### config.mk
export PLATFORM = sky130hd
export DESIGN_NAME = jtag_dtm
export DESIGN_NICKNAME = d
export VERILOG_FILES = /design/src/rtl/jtag_dtm_pkg.sv /design/src/rtl/jtag_tap_fsm.sv /design/src/rtl/jtag_dtm.sv
export SDC_FILE = /design/constraint.sdc
export NUM_CORES = 1
export LEC_CHECK = 0
export ABC_AREA = 0
export CAP_MARGIN = 5
export CORE_MARGIN = 3
export CORE_UTILIZATION = 60
export DETAILED_ROUTE_END_ITERATION = 6
export PLACE_DENSITY = 0.93
export SLEW_MARGIN = 5
export SYNTH_ARGS = -nofsm -noshare
export SYNTH_HDL_FRONTEND = slang
export SYNTH_HIERARCHICAL = 1
export SYNTH_SLANG_ARGS = --single-unit
### constraint.sdc
create_clock -name clk -period 15.38 [get_ports clk]
set_input_delay 3.076 -clock clk [delete_from_list [all_inputs] [get_ports clk]]
set_output_delay 3.076 -clock clk [all_outputs]
set_load 0.005 [all_outputs]
### src/rtl/jtag_dtm_pkg.sv
// Shared types and constants for the JTAG debug transport module.
// Macro JTAG_DTM_IDCODE_EN adds the IDCODE register and makes it the reset instruction.
package jtag_dtm_pkg;

   typedef enum logic [3:0] {
      TAP_RESET,
      TAP_IDLE,
      TAP_SELECT_DR,
      TAP_CAPTURE_DR,
      TAP_SHIFT_DR,
      TAP_EXIT1_DR,
      TAP_PAUSE_DR,
      TAP_EXIT2_DR,
      TAP_UPDATE_DR,
      TAP_SELECT_IR,
      TAP_CAPTURE_IR,
      TAP_SHIFT_IR,
      TAP_EXIT1_IR,
      TAP_PAUSE_IR,
      TAP_EXIT2_IR,
      TAP_UPDATE_IR
   } tap_state_e;

   typedef enum logic [1:0] {
      DR_BYPASS,
      DR_IDCODE,
      DR_DTMCS,
      DR_DMI
   } dr_sel_e;

   localparam logic [4:0] IR_IDCODE  = 5'h01;
   localparam logic [4:0] IR_DTMCS   = 5'h10;
   localparam logic [4:0] IR_DMI     = 5'h11;
   localparam logic [4:0] IR_BYPASS  = 5'h1F;
   localparam logic [4:0] IR_CAPTURE = 5'b00001;

`ifdef JTAG_DTM_IDCODE_EN
   localparam logic [4:0] IR_RESET = IR_IDCODE;
`else
   localparam logic [4:0] IR_RESET = IR_BYPASS;
`endif

   localparam logic [1:0] DMI_OP_READ  = 2'd1;
   localparam logic [1:0] DMI_OP_WRITE = 2'd2;

   localparam logic [1:0] DMISTAT_OK     = 2'd0;
   localparam logic [1:0] DMISTAT_FAILED = 2'd2;
   localparam logic [1:0] DMISTAT_BUSY   = 2'd3;

   localparam logic [3:0] DTMCS_VERSION = 4'd1;
   localparam logic [2:0] DTMCS_IDLE    = 3'd1;

   // Unknown opcodes fall back to BYPASS.
   function automatic dr_sel_e decode_ir(input logic [4:0] ir);
      case (ir)
`ifdef JTAG_DTM_IDCODE_EN
         IR_IDCODE: decode_ir = DR_IDCODE;
`endif
         IR_DTMCS:  decode_ir = DR_DTMCS;
         IR_DMI:    decode_ir = DR_DMI;
         default:   decode_ir = DR_BYPASS;
      endcase
   endfunction

endpackage

### src/rtl/jtag_tap_fsm.sv
// IEEE 1149.1 TAP controller advanced by synchronized TCK rise strobes.
// Each strobe fires on the TCK rise taken while sitting in its state.
module jtag_tap_fsm
   import jtag_dtm_pkg::*;
(
   input  logic       clk,
   input  logic       reset,
   input  logic       tck_rise,
   input  logic       tms,
   output tap_state_e state,
   output logic       capture_dr,
   output logic       shift_dr,
   output logic       update_dr,
   output logic       capture_ir,
   output logic       shift_ir,
   output logic       update_ir
);

   tap_state_e state_q, state_d;

   always_ff @(posedge clk or posedge reset) begin
      if (reset) state_q <= TAP_RESET;
      else       state_q <= state_d;
   end

   always_comb begin
      state_d    = state_q;
      capture_dr = 1'b0;
      shift_dr   = 1'b0;
      update_dr  = 1'b0;
      capture_ir = 1'b0;
      shift_ir   = 1'b0;
      update_ir  = 1'b0;
      if (tck_rise) begin
         capture_dr = (state_q == TAP_CAPTURE_DR);
         shift_dr   = (state_q == TAP_SHIFT_DR);
         update_dr  = (state_q == TAP_UPDATE_DR);
         capture_ir = (state_q == TAP_CAPTURE_IR);
         shift_ir   = (state_q == TAP_SHIFT_IR);
         update_ir  = (state_q == TAP_UPDATE_IR);
         case (state_q)
            TAP_RESET:      state_d = tms ? TAP_RESET     : TAP_IDLE;
            TAP_IDLE:       state_d = tms ? TAP_SELECT_DR : TAP_IDLE;
            TAP_SELECT_DR:  state_d = tms ? TAP_SELECT_IR : TAP_CAPTURE_DR;
            TAP_CAPTURE_DR: state_d = tms ? TAP_EXIT1_DR  : TAP_SHIFT_DR;
            TAP_SHIFT_DR:   state_d = tms ? TAP_EXIT1_DR  : TAP_SHIFT_DR;
            TAP_EXIT1_DR:   state_d = tms ? TAP_UPDATE_DR : TAP_PAUSE_DR;
            TAP_PAUSE_DR:   state_d = tms ? TAP_EXIT2_DR  : TAP_PAUSE_DR;
            TAP_EXIT2_DR:   state_d = tms ? TAP_UPDATE_DR : TAP_SHIFT_DR;
            TAP_UPDATE_DR:  state_d = tms ? TAP_SELECT_DR : TAP_IDLE;
            TAP_SELECT_IR:  state_d = tms ? TAP_RESET     : TAP_CAPTURE_IR;
            TAP_CAPTURE_IR: state_d = tms ? TAP_EXIT1_IR  : TAP_SHIFT_IR;
            TAP_SHIFT_IR:   state_d = tms ? TAP_EXIT1_IR  : TAP_SHIFT_IR;
            TAP_EXIT1_IR:   state_d = tms ? TAP_UPDATE_IR : TAP_PAUSE_IR;
            TAP_PAUSE_IR:   state_d = tms ? TAP_EXIT2_IR  : TAP_PAUSE_IR;
            TAP_EXIT2_IR:   state_d = tms ? TAP_UPDATE_IR : TAP_SHIFT_IR;
            TAP_UPDATE_IR:  state_d = tms ? TAP_SELECT_DR : TAP_IDLE;
            default:        state_d = TAP_RESET;
         endcase
      end
   end

   assign state = state_q;

endmodule

### src/rtl/jtag_dtm.sv
// JTAG debug transport: oversampled TAP, IR/DR chains, and a single-outstanding DMI master.
// Macro JTAG_DTM_IDCODE_EN enables the IDCODE data register.
module jtag_dtm
   import jtag_dtm_pkg::*;
#(
   parameter logic [31:0] IDCODE_VALUE = 32'h1E20_0A6D,
   parameter int unsigned ABITS        = 7,
   parameter int unsigned SYNC_STAGES  = 2
) (
   input  logic             clk,
   input  logic             reset,
   input  logic             tck_i,
   input  logic             tms_i,
   input  logic             tdi_i,
   output logic             tdo_o,
   output logic             tdo_oe_o,
   output logic             dmi_req_valid_o,
   input  logic             dmi_req_ready_i,
   output logic [ABITS-1:0] dmi_req_addr_o,
   output logic [1:0]       dmi_req_op_o,
   output logic [31:0]      dmi_req_data_o,
   input  logic             dmi_resp_valid_i,
   output logic             dmi_resp_ready_o,
   input  logic [31:0]      dmi_resp_data_i,
   input  logic [1:0]       dmi_resp_op_i
);

   localparam int unsigned DMI_W       = ABITS + 34;
   localparam logic [5:0]  ABITS_FIELD = 6'(ABITS);

   // ---------------- pin synchronizers and edge strobes ----------------
   logic [2:0] sync_q [SYNC_STAGES];
   logic       tck_s, tck_prev_q, tck_rise_q, tck_fall_q, tms_q, tdi_q;

   assign tck_s = sync_q[SYNC_STAGES-1][2];

   always_ff @(posedge clk or posedge reset) begin
      if (reset) begin
         for (int unsigned i = 0; i < SYNC_STAGES; i++) sync_q[i] <= '0;
         tck_prev_q <= 1'b0;
         tck_rise_q <= 1'b0;
         tck_fall_q <= 1'b0;
         tms_q      <= 1'b0;
         tdi_q      <= 1'b0;
      end else begin
         sync_q[0] <= {tck_i, tms_i, tdi_i};
         for (int unsigned i = 1; i < SYNC_STAGES; i++) sync_q[i] <= sync_q[i-1];
         tck_prev_q <= tck_s;
         tck_rise_q <= tck_s & ~tck_prev_q;
         tck_fall_q <= ~tck_s & tck_prev_q;
         tms_q      <= sync_q[SYNC_STAGES-1][1];
         tdi_q      <= sync_q[SYNC_STAGES-1][0];
      end
   end

   // ---------------- TAP controller ----------------
   tap_state_e tap_state;
   logic       capture_dr, shift_dr, update_dr, capture_ir, shift_ir, update_ir;

   jtag_tap_fsm u_tap (
      .clk        (clk),
      .reset      (reset),
      .tck_rise   (tck_rise_q),
      .tms        (tms_q),
      .state      (tap_state),
      .capture_dr (capture_dr),
      .shift_dr   (shift_dr),
      .update_dr  (update_dr),
      .capture_ir (capture_ir),
      .shift_ir   (shift_ir),
      .update_ir  (update_ir)
   );

   // ---------------- instruction register ----------------
   logic [4:0] ir_sr_q, ir_q;
   dr_sel_e    dr_sel;

   assign dr_sel = decode_ir(ir_q);

   always_ff @(posedge clk or posedge reset) begin
      if (reset) begin
         ir_sr_q <= '0;
         ir_q    <= IR_RESET;
      end else begin
         if (capture_ir)    ir_sr_q <= IR_CAPTURE;
         else if (shift_ir) ir_sr_q <= {tdi_q, ir_sr_q[4:1]};
         if (tap_state == TAP_RESET) ir_q <= IR_RESET;
         else if (update_ir)         ir_q <= ir_sr_q;
      end
   end

   // ---------------- DMI bookkeeping signals ----------------
   logic             req_valid_q, outstanding_q;
   logic [ABITS-1:0] req_addr_q, last_addr_q;
   logic [31:0]      req_data_q, resp_data_q;
   logic [1:0]       req_op_q, dmistat_q;
   logic             busy_eff;
   logic [1:0]       stat_eff;

   // A response in the same clk is applied before any capture/update looks at state.
   always_comb begin
      busy_eff = outstanding_q & ~dmi_resp_valid_i;
      stat_eff = dmistat_q;
      if (dmi_resp_valid_i && dmi_resp_op_i != 2'd0 && dmistat_q == DMISTAT_OK)
         stat_eff = DMISTAT_FAILED;
   end

   // ---------------- data registers ----------------
   logic             bypass_q;
   logic [31:0]      dtmcs_sr_q;
   logic [DMI_W-1:0] dmi_sr_q;
`ifdef JTAG_DTM_IDCODE_EN
   logic [31:0]      idcode_sr_q;
`endif

   always_ff @(posedge clk or posedge reset) begin
      if (reset) begin
         bypass_q    <= 1'b0;
         dtmcs_sr_q  <= '0;
         dmi_sr_q    <= '0;
`ifdef JTAG_DTM_IDCODE_EN
         idcode_sr_q <= '0;
`endif
      end else if (capture_dr) begin
         case (dr_sel)
`ifdef JTAG_DTM_IDCODE_EN
            DR_IDCODE: idcode_sr_q <= IDCODE_VALUE;
`endif
            DR_DTMCS:  dtmcs_sr_q  <= {14'b0, 2'b0, 1'b0, DTMCS_IDLE, dmistat_q,
                                       ABITS_FIELD, DTMCS_VERSION};
            DR_DMI:    dmi_sr_q    <= {last_addr_q, resp_data_q,
                                       busy_eff ? DMISTAT_BUSY : stat_eff};
            default:   bypass_q    <= 1'b0;
         endcase
      end else if (shift_dr) begin
         case (dr_sel)
`ifdef JTAG_DTM_IDCODE_EN
            DR_IDCODE: idcode_sr_q <= {tdi_q, idcode_sr_q[31:1]};
`endif
            DR_DTMCS:  dtmcs_sr_q  <= {tdi_q, dtmcs_sr_q[31:1]};
            DR_DMI:    dmi_sr_q    <= {tdi_q, dmi_sr_q[DMI_W-1:1]};
            default:   bypass_q    <= tdi_q;
         endcase
      end
   end

   // ---------------- TDO, launched on TCK fall ----------------
   logic dr_lsb;

   always_comb begin
      dr_lsb = bypass_q;
      case (dr_sel)
`ifdef JTAG_DTM_IDCODE_EN
         DR_IDCODE: dr_lsb = idcode_sr_q[0];
`endif
         DR_DTMCS:  dr_lsb = dtmcs_sr_q[0];
         DR_DMI:    dr_lsb = dmi_sr_q[0];
         default:   dr_lsb = bypass_q;
      endcase
   end

   always_ff @(posedge clk or posedge reset) begin
      if (reset) begin
         tdo_o    <= 1'b0;
         tdo_oe_o <= 1'b0;
      end else if (tck_fall_q) begin
         tdo_oe_o <= (tap_state == TAP_SHIFT_IR) || (tap_state == TAP_SHIFT_DR);
         if (tap_state == TAP_SHIFT_IR)      tdo_o <= ir_sr_q[0];
         else if (tap_state == TAP_SHIFT_DR) tdo_o <= dr_lsb;
         else                                tdo_o <= 1'b0;
      end
   end

   // ---------------- DMI request/response ----------------
   logic [ABITS-1:0] upd_addr;
   logic [31:0]      upd_data;
   logic [1:0]       upd_op;

   assign upd_addr = dmi_sr_q[DMI_W-1 -: ABITS];
   assign upd_data = dmi_sr_q[33:2];
   assign upd_op   = dmi_sr_q[1:0];

   always_ff @(posedge clk or posedge reset) begin
      if (reset) begin
         req_valid_q   <= 1'b0;
         req_addr_q    <= '0;
         req_data_q    <= '0;
         req_op_q      <= '0;
         outstanding_q <= 1'b0;
         dmistat_q     <= DMISTAT_OK;
         last_addr_q   <= '0;
         resp_data_q   <= '0;
      end else begin
         outstanding_q <= busy_eff;
         dmistat_q     <= stat_eff;
         if (dmi_resp_valid_i) resp_data_q <= dmi_resp_data_i;
         if (req_valid_q && dmi_req_ready_i) req_valid_q <= 1'b0;

         if (capture_dr && dr_sel == DR_DMI && busy_eff) dmistat_q <= DMISTAT_BUSY;

         if (update_dr && dr_sel == DR_DTMCS) begin
            if (dtmcs_sr_q[16] || dtmcs_sr_q[17]) dmistat_q <= DMISTAT_OK;
            if (dtmcs_sr_q[17]) begin
               outstanding_q <= 1'b0;
               req_valid_q   <= 1'b0;
            end
         end

         if (update_dr && dr_sel == DR_DMI &&
             (upd_op == DMI_OP_READ || upd_op == DMI_OP_WRITE)) begin
            if (busy_eff) begin
               dmistat_q <= DMISTAT_BUSY;
            end else if (stat_eff == DMISTAT_OK) begin
               req_valid_q   <= 1'b1;
               req_addr_q    <= upd_addr;
               req_data_q    <= upd_data;
               req_op_q      <= upd_op;
               last_addr_q   <= upd_addr;
               outstanding_q <= 1'b1;
            end
         end
      end
   end

   assign dmi_req_valid_o  = req_valid_q;
   assign dmi_req_addr_o   = req_addr_q;
   assign dmi_req_data_o   = req_data_q;
   assign dmi_req_op_o     = req_op_q;
   assign dmi_resp_ready_o = 1'b1;

endmodule

Yosys cells after proc, flatten, opt, wreduce, memory -nomap -nowiden
Index checks and enable logic that the tools add are counted.

Input bits: 41. Output and inout bits: 45. Bits in registers: 178.

Reduce and logical (&&, ||, !) cells: 26. Multiplexer cells: 57. Bitwise operators: 7. Equal/unequal tests: 23.

Operators with widths (count): $mux 41 (4); $mux 32 (4); $pmux 4 s12 (1); $eq 4x4->1 const B (8); $mux 1 (26); $mux 2 (10); $mux 5 (4); $eq 4x3->1 const B (4); $mux 4 (4); $eq 5x5->1 const B (2); $eq 4x2->1 const B (2); $logic_and 1x1->1 (8); $reduce_bool 2->1 (4); $eq 2x2->1 const B (3); $mux 3 (2); $reduce_and 3->1 (2); $reduce_or 2->1 (3); $eq 4x1->1 const B (1); $logic_not 2->1 (2); $logic_not 4->1 (1); $ne 2x2->1 const B (2); $not 1->1 (4); $pmux 2 s2 (1); $reduce_and 2->1 (2); other kinds (5) (9).

Logic depth before layout (Yosys ltp)
Depth after elaboration: 10. Depth in mapped cells: 10. Depth with buffers taken out: 6.

Hierarchy
Netlist, hierarchy kept.

By module, submodules not included: jtag_dtm (area an instance 7060.5 um^2, times used 1, sequential area each 4360.4 um^2, cells each 570); jtag_tap_fsm (area an instance 382.9 um^2, times used 1, sequential area each 100.1 um^2, cells each 50).

Worst setup path after synthesis
OpenSTA, ideal clock, no wires.

Path type: input port to flip-flop. From: in dmi_resp_valid_i. To: reg req_data_q[28], in the netlist dmi_req_data_o[28]. Slack: 10794 ps. Arrival: 4461 ps. Setup time: 125 ps. Required time: 15255 ps. Stages on the path: 6. Cell sequence: buf_2 nand2b_1 nand4_1 nor4_4 buf_6 mux2_2.

Cells in the longest elaborated chain, start to end: 5. Elaborated cells on any way between the ends: 8.

Ends and longest elaborated chain: from (decl) (RTL line jtag_dtm.sv:22) `input logic dmi_resp_valid_i,`; $logic_and 1x1->1 (2 in a row) (RTL line jtag_dtm.sv:104) `if (dmi_resp_valid_i && dmi_resp_op_i != 2'd0 && dmistat_q == DMISTAT_OK)`; $mux 2 (RTL line jtag_dtm.sv:104); $logic_not 2->1 (RTL line jtag_dtm.sv:213) `end else if (stat_eff == DMISTAT_OK) begin`; $reduce_and 3->1 (no source line) (*); to (signal assigned) (RTL line jtag_dtm.sv:216) `req_data_q <= upd_data;`; to (decl) (RTL line jtag_dtm.sv:95) `logic [31:0] req_data_q, resp_data_q;`.

Every way passes the cells marked *; elsewhere a longest branch is shown, timed or not. A chain may end at the register's enable or synchronous reset.

Worst setup path in the final report
From: in dmi_resp_valid_i. To: reg req_data_q[12], in the netlist dmi_req_data_o[12].

The elaborated chain is that of the path after synthesis.

==> run metrics <==
CTS tree done; share of layout cells above drive strength 1 0.172; Final Net Count 726; crit start category primary input; worst hold slack 0.362 ns; Fill cells 715; Slew Limit Fails 0; drt via density 5.85; Leakage Power 3.98 nW; Detailed Route WL 16.4 mm; metal2 WL 8.34 mm; Clock Tree Buf Depth 2; Clock Latency Late Sink 0.43 ns; share of the synthesized area in the top cell type 0.582; post-route ant nets 0; # resized after CTS 0; antenna fix cells 0; Post-Syn Instances 620; Syn Nets 661; GRT overflow 0; global-route wire length before repair 27.4 mm; CTS root buf clkbuf_16; wl on met1 6.66 mm; Slew @ Worst Pin 1.09 ns; chip height 117 µm; max-slew headroom at the worst pin 0.276; Placed Area 0.00834 mm²; CORE AREA 0.0121 mm²; DR WL met3 951 µm; initial antenna violation count 0; Avg WL per Cell 18.9 µm; Via Count 5063; Distinct cells, synth 51; CTS buffer count 17; syn_area_per_cell 12.0 µm²; pin count of the biggest net entering global routing 104; register area share after synthesis 0.599; clock sinks 178; Initial Util 0.617; Hold Vio Cnt, Final 0; commonest non-fill, non-tap cell in the layout dfrtp_1; CTS hold repair buffers 0; Peak VDD IR 0.0994 mV; clock-pin slew on the worst setup and hold paths 0.07 ns; Yosys warnings 6; HPWL Detailed 9.49 mm; Post-synth EDFFs 0; WS Path Type in -> reg; Crit path required time 15.68 ns; status complete, no violations; final setup vio count 0; Overall Global Routing Usage 0.248; Final Cycle Share 0.334; RSZ-0062 raised after global routing false; FP Rows 40; max-cap violations 0; area of the multi-input gates 0.00276 mm²; fmax 195 MHz; Pwr Total 1.09 mW; CP arrival 5.43 ns; CTS H-tree depth 4; largest area contributor in the netlist dfrtp_1; top routing layer used met4; Post-Synthesis Cell Area 0.00744 mm²; die width 117 µm; area delta synth->final 20.8%; Setup crit end kind flop; power density cells 121 mW/mm²; Async SR Flop Fraction 1.00; vias in the first global route 5415; register area 0.00446 mm²; Main synth FF type dfrtp_1; Top Ports 86; drt pass-1 iters 7; top post-synthesis cells by area dfrtp_1, mux2_2, mux2i_1; Starting DRT DRC Count 390; most frequent cells in the layout dfrtp_1, nand2_1, clkdlybuf4s50_1, mux2_2, mux2i_1; HP Class reg -> reg; Tmin final 5.13 ns; Fin Setup TNS 0 ns; Post-CTS Setup Inserts 0; final setup skew 0.0108 ns; detailed-route DRC error count 0; PortBufs 84; design area 0.00899 mm²; Seq cells post-synth 178; RePlAce Congestion 0.824; Die Area 0.0138 mm²; crit path max fanout 43
[through the flow]
stage | util | instances | worst slack [ns]
after floorplan | - | 620 | 7.60
after global placement | 0.691 | 834 | 10.01
after detailed placement | 0.691 | 834 | 9.90
after CTS | 0.746 | 866 | 10.29
after global routing | 0.746 | 866 | 10.15
final | 0.746 | 866 | 10.25
[worst max-delay path, cell delays in order]
cell and delay (ns):
buf_2 0.69, nand2b_1 0.30, nand4_1 0.17, nor4_4 0.19, buf_4 0.53, mux2_2 0.42
[per-layer routing]
metal  up-vias  GRT usage
met2       180      0.408
met3        37     0.0762
met4         0     0.0902
met1      2571      0.314
li1       2275          -
met5         -          0
[where the power goes]
part	leakage (nW)	internal [mW]	total, mW	switching, mW
sequential	2.35	0.491	0.525	0.0343
clock	0.318	0.289	0.475	0.186
combinational	1.31	0.0464	0.0905	0.0441
[final timing paths]
path                             startpoint  slack [ns]                 end  cells past startpoint
max in group asynchronous             reset       10.74   dmi_req_data_o[4]                      3
min reg2reg                       sync_q[3]        0.36           sync_q[0]                      0
min                               sync_q[3]        0.36           sync_q[0]                      0
min in group asynchronous             reset        2.96      u_tap/state[0]                      2
max                        dmi_resp_valid_i       10.25  dmi_req_data_o[12]                      6
max reg2reg                  u_tap/state[0]       11.71       dtmcs_sr_q[0]                      7
[registers in the layout (all words and copies together) (netlist names), 2 cells and up]
name	cells
u_tap/state	4
sync_q	6
dmi_sr_q	41
dmistat_q	2
dmi_req_op_o	2
last_addr_q	7
dmi_req_data_o	32
dtmcs_sr_q	32
resp_data_q	32
ir_q	5
ir_sr_q	5
[logic make-up after synthesis]
kind of cell | Yosys count | synth area share
simple gates | 181 | 0.120
flops | 178 | 0.599
mux | 125 | 0.181
compound gates | 81 | 0.0629
buf+inv | 51 | 0.0328
xor+xnor | 3 | 0.00353
other cells | 1 | 0.000504
[synthesized netlist by cell type (4+ instances only)]
library cell / count
nor4_1: 4
dfrtp_1: 173
clkbuf_1: 22
buf_6: 4
mux2_1: 6
buf_2: 10
a21oi_1: 7
inv_1: 8
nand2_1: 111
nor2b_1: 6
nor2_1: 13
mux2i_1: 51
a31oi_1: 6
nand3b_1: 26
o21ai_0: 50
dfstp_2: 5
mux2_2: 67
[final cells by class]
class	count	area share
multi-input cells	391	0.306
flip-flops and latches	178	0.496
inverters	8	0.00389
clock buffers	20	0.0519
repair buffers	89	0.0971
well taps	168	0.0234
clock inverters	12	0.0214
Power figures use the tool's default switching activity.
